===== src/rtl/axis_tlast_packetizer.sv =====
// AXI-Stream pass-through that frames an unframed stream with tlast,
// closing a packet on beat-count limit, idle timeout, or explicit flush.
module axis_tlast_packetizer #(
   parameter int unsigned DATA_WIDTH   = 8,
   parameter int unsigned MAX_PKT_SIZE = 64,
   parameter int unsigned MAX_TIMEOUT  = 1024
) (
   input  logic                                 clk,
   input  logic                                 arstn,
   input  logic [$clog2(MAX_PKT_SIZE+1)-1:0]    cfg_pkt_size,
   input  logic [$clog2(MAX_TIMEOUT+1)-1:0]     cfg_timeout,
   input  logic                                 flush,
   input  logic [DATA_WIDTH-1:0]                s_axis_tdata,
   input  logic                                 s_axis_tvalid,
   output logic                                 s_axis_tready,
   output logic [DATA_WIDTH-1:0]                m_axis_tdata,
   output logic                                 m_axis_tvalid,
   input  logic                                 m_axis_tready,
   output logic                                 m_axis_tlast,
   output logic                                 pkt_done,
   output logic                                 timeout_event
);

   localparam int unsigned SW = $clog2(MAX_PKT_SIZE+1);
   localparam int unsigned TW = $clog2(MAX_TIMEOUT+1);
   localparam logic [SW-1:0] SIZE_MAX = SW'(MAX_PKT_SIZE);
   localparam logic [TW-1:0] IDLE_SAT = '1;

   logic [DATA_WIDTH-1:0] h_data;
   logic                  h_valid;
   logic                  h_last;
   logic [SW-1:0]         beat_cnt;
   logic [SW-1:0]         size_q;
   logic [SW-1:0]         size_eff;
   logic [SW-1:0]         cnt_next;
   logic [TW-1:0]         idle_cnt;
   logic [TW-1:0]         tmo_q;
   logic                  o_free;
   logic                  accept;
   logic                  drain;
   logic                  hit_size;
   logic                  idle_run;
   logic                  tmo_hit;
   logic                  close_beat;

   assign o_free        = !m_axis_tvalid || m_axis_tready;
   assign s_axis_tready = !h_valid || o_free;
   assign accept        = s_axis_tvalid && s_axis_tready;
   // A non-last beat is held back until its successor shows up, so a
   // later timeout/flush can still tag it as last.
   assign drain         = h_valid && o_free && (h_last || accept);
   assign pkt_done      = m_axis_tvalid && m_axis_tready && m_axis_tlast;

   // First beat of a packet sees the live config; later beats the latched one.
   always_comb begin
      size_eff = size_q;
      if (beat_cnt == '0) begin
         if (cfg_pkt_size == '0 || cfg_pkt_size > SIZE_MAX)
            size_eff = SIZE_MAX;
         else
            size_eff = cfg_pkt_size;
      end
   end

   assign cnt_next   = beat_cnt + SW'(1);
   assign hit_size   = (cnt_next == size_eff);
   assign idle_run   = h_valid && !h_last && !accept;
   assign tmo_hit    = idle_run && (tmo_q != '0) && (idle_cnt == tmo_q - TW'(1));
   assign close_beat = idle_run && (tmo_hit || flush);

   always_ff @(posedge clk or negedge arstn) begin
      if (!arstn) begin
         m_axis_tvalid <= 1'b0;
         m_axis_tlast  <= 1'b0;
         m_axis_tdata  <= '0;
         timeout_event <= 1'b0;
         h_data        <= '0;
         h_valid       <= 1'b0;
         h_last        <= 1'b0;
         beat_cnt      <= '0;
         idle_cnt      <= '0;
         size_q        <= '0;
         tmo_q         <= '0;
      end else begin
         timeout_event <= tmo_hit;

         if (drain) begin
            m_axis_tvalid <= 1'b1;
            m_axis_tdata  <= h_data;
            m_axis_tlast  <= h_last;
         end else if (m_axis_tready) begin
            m_axis_tvalid <= 1'b0;
            m_axis_tlast  <= 1'b0;
         end

         if (accept) begin
            h_data   <= s_axis_tdata;
            h_valid  <= 1'b1;
            h_last   <= hit_size || flush;
            beat_cnt <= (hit_size || flush) ? '0 : cnt_next;
            if (beat_cnt == '0) begin
               size_q <= size_eff;
               tmo_q  <= cfg_timeout;
            end
         end else if (drain) begin
            h_valid <= 1'b0;
            h_last  <= 1'b0;
         end else if (close_beat) begin
            h_last   <= 1'b1;
            beat_cnt <= '0;
         end

         if (!idle_run || close_beat)
            idle_cnt <= '0;
         else if (idle_cnt != IDLE_SAT)
            idle_cnt <= idle_cnt + TW'(1);
      end
   end

endmodule


===== config.mk =====
export PLATFORM = sky130hd
export DESIGN_NAME = axis_tlast_packetizer
export DESIGN_NICKNAME = d
export VERILOG_FILES = /design/src/rtl/axis_tlast_packetizer.sv
export SDC_FILE = /design/constraint.sdc
export NUM_CORES = 1
export LEC_CHECK = 0
export ABC_AREA = 1
export CORE_MARGIN = 2
export CORE_UTILIZATION = 30
export DETAILED_ROUTE_END_ITERATION = 10
export GPL_TIMING_DRIVEN = 1
export SLEW_MARGIN = 10
export SYNTH_ARGS = -nofsm -noshare
export SYNTH_HDL_FRONTEND = slang
export SYNTH_SLANG_ARGS = --single-unit

===== constraint.sdc =====
create_clock -name clk -period 2.6 [get_ports clk]
set_input_delay 0.65 -clock clk [delete_from_list [all_inputs] [get_ports clk]]
set_output_delay 0.65 -clock clk [all_outputs]
set_load 0.02 [all_outputs]

==> flow_summary.toml <==
[clock_tree]
post-cts-setup-buffer-count = 0
cts-root-buf = "clkbuf_8"
clkSinkCount = 57
tritoncts = "built"
clk_pin_slew_ns = 0.07
htreeDepth = 3
clk_path_buf_depth = 2
clock_latency_ns = 0.35
cts_resized = 1
cts_hold_buf = 0
cts_made_buffers = 9

[route]
route.detailed.drc = 0
via_count = 2799
via_per_inst = 4.49
totalWireLength_um = 7420
drt_iter0_markers = 119
drt_first_pass_iters = 6
drtAntennaViolNets = 0
avgRoutedWirePerCell_um = 11.9

[worst_setup_path]
required_ns = 1.95
crit_top_cell = "clkdlybuf4s50_1"
critPathSlowestCell = "clkdlybuf4s50_1"
crit_path_start_kind = "primary input"
crit_chain = "clkdlybuf4s50_1 > nor2_2 > nand2_2 > clkdlybuf4s50_1"
endpoint_kind = "output pin"
crit_type = "primary input to output pin"
crit_path_max_incr_delay_ns = 0.61
worstPathMaxFanout = 4
critPathTopFamily = "buffers and inverters"
critPathArrivalTime_ns = 1.92
path_buf_inv = 2

[logic_synthesis]
ys_ff_latch = 57
syn_inst = 426
yosysSeqAreaShare_pct = 43.5
syn_area_per_cell_um2 = 7.70
synth_top_family_by_area = "simple AND/OR/NAND/NOR gates"
synth-compound-area-share_pct = 6.03
syn-num-nets = 462
synth_xor_area_share_pct = 4.24
synth_mux_area_share_pct = 1.72
synth_fa_ha_area_share_pct = 1.91
synth_area_leader_cell = "dfrtp_1"
yosys.area_share.simple_pct = 35.3
yosys-top-cells-area = "dfrtp_1 44%, nand2_1 15%, nand3_1 6.9%"
yosys.cell_types.count = 32
netlist.area_leader.share_pct = 43.5
yosysWarnings = 0
synth_area_mm2 = 0.00328

[placed_design]
placed_cell_area_mm2 = 0.00390
portBuffers = 43
gp_congestion = 0.837
hpwl_um = 5420
dp_slack_ns = 0.00396

[power_and_ir_drop]
switching_share_pct = 43.0
p_clk_share_pct = 21.2
p_int_mw = 2.35
ir_worst_vdd_mv = 0.445
p_per_area_mw_per_mm2 = 1000
p_comb_share_pct = 45.1
p_sw_mw = 1.77
sequentialPowerShare_pct = 33.7
p_leak_nw = 2.01

[floorplanning]
chipHeight_um = 109
core-area_mm2 = 0.0107
die_w_um = 109
num_rows = 38
ios = 44
initial_core_util_pct = 30.5
die_area_mm2 = 0.0118

[timing]
finalSetupViolCount = 0
clock_skew_ns = 0.0119
fin_crit_ns = 2.57
finalSetupTns_ns = 0
rsz0062_at_grt = "false"
finalHoldViolations = 0
holdWs_ns = 0.424
tightest_slew_ns = 0.769
slew_headroom_pct = 48.7
setup_ws_ns = 0.0290
finalMaxSlewViolations = 0
timing.final.crit_share_pct = 98.9
max_freq_mhz = 389

[global_routing]
grt_overflow = 0
grt_pass1_wl_um = 12800
grt_util_all_layers_pct = 13.7
antenna_found_initial = 0
grt_pass1_vias = 2789
grt_max_degree = 58

[final_layout]
final_area_mm2 = 0.00411
final_util_pct = 38.2
drive_above_1_share_pct = 13.0
area_growth_pct = 25.3
nets = 514
antenna-diode-count = 0

[outcome]
outcome = "finished, final reports clean"

[min_path]
hold_class = "primary input to async pin"

[run]
cap_violations = 0
path summary, 6_finish.rpt:
check / start / to / slack [ns] / depth (start not counted)
worst max register to register: beat_cnt[0] / beat_cnt[3] / 0.56 / 13
max in group asynchronous: arstn / m_axis_tdata[5] / 1.63 / 2
worst max-delay path: m_axis_tready / s_axis_tready / 0.03 / 4
min in group clk: h_data[2] / m_axis_tdata[2] / 0.47 / 2
worst min-delay path: arstn / idle_cnt[2] / 0.42 / 2
worst min register to register: h_data[2] / m_axis_tdata[2] / 0.47 / 2
sequential cells by signal (all words and copies together) (netlist names), 7 cells and up:
| name | flops |
|---|---|
| idle_cnt | 11 |
| size_q | 7 |
| m_axis_tdata | 8 |
| h_data | 8 |
| beat_cnt | 7 |
| tmo_q | 11 |
Yosys cell counts:
library cell  instances
ha_1                  5
inv_6                 1
nor3b_1               1
clkbuf_1              5
nor3_1                5
nor2_4                3
dfrtp_1              57
inv_1                51
nand4_1               2
o21ai_2               1
inv_2                 3
o21ai_1               2
a21oi_2               1
nand3_2               7
nand3_1              45
nand2_1             130
nand3_4               2
nand3b_4              1
xnor2_1               6
a31oi_1               2
nor2_1               30
o21bai_1              1
nor2_2               10
o21ai_0              22
mux2_2                5
xnor2_2               1
buf_2                 2
a21oi_1               8
nor3_2                1
nand3b_1              3
xor2_1                8
nand2_2               5
worst reg2reg max path, stage by stage (launching register included):
cell and delay (ns):
dfrtp_1 0.44, inv_1 0.13, ha_1 0.15, inv_1 0.04, nor2_2 0.12, nand3_4 0.16, inv_6 0.12, nand3_1 0.12
nand3_1 0.10, nand3_1 0.10, nor2_2 0.14, nand3_4 0.14, nand3_1 0.12, nand2_1 0.05
metal layers:
layer	track usage, %	part of all wire, %	vias to the layer above
li1	-	-	1452
met4	4.49	0.98	0
met3	4.28	4.2	6
met2	23.9	50	43
met5	0	0	-
met1	16.1	45	1298
cell usage in the layout, fill, tap and decap left out, drive strengths merged:
cell type      Yosys  final
mux2               5      5
nand3b             4      4
clkbuf             5      9
xnor2              7      7
nor2              43     43
buf                2      6
a31oi              2      2
dlygate4sd2        0      1
ha                 5      5
dfrtp             57     57
clkinvlp           0      1
clkdlybuf4s50      0     41
inv               55     59
a21oi              9      9
nand2            135    135
nor3               6      6
o21bai             1      1
o21ai             25     25
nand4              2      2
nand3             54     54
nor3b              1      1
clkinv             0      1
xor2               8      8
bufinv             0      1
cells by family after synthesis:
logic type / count (synthesis)
AO/OA/AOI/OAI: 37
multiplexers: 5
AND/OR/NAND/NOR: 245
flip-flops: 57
adder cells (fa/ha/maj): 5
buffers and inverters: 62
XOR/XNOR: 15
power by group through the flow:
stage / sequential, mW / combinational, mW / clock, mW
global route: 1.43 / 2.11 / 0.947
finish: 1.39 / 1.86 / 0.877
CTS: 1.39 / 1.88 / 0.912
floorplan: 1.44 / 1.27 / 0
detailed placement: 1.40 / 1.88 / 0
global placement: 1.40 / 1.85 / 0
area by class of cell:
cell class,instances,area (um^2)
Multi-Input combinational cell,307,1610
Fill cell,1134,6640
Clock buffer,9,124
Timing Repair Buffer,48,474
Tap cell,140,175
Clock inverter,7,83.8
Sequential cell,57,1430
Inverter,55,211
metrics by stage:
step / instances / total power [mW]
2_1_floorplan: 426 / 2.71
3_3_place_gp: 607 / 3.25
3_5_place_dp: 607 / 3.28
4_1_cts: 623 / 4.18
5_1_grt: 623 / 4.48
6_report: 623 / 4.13
Note: power is estimated with default switching activity, not from simulation.
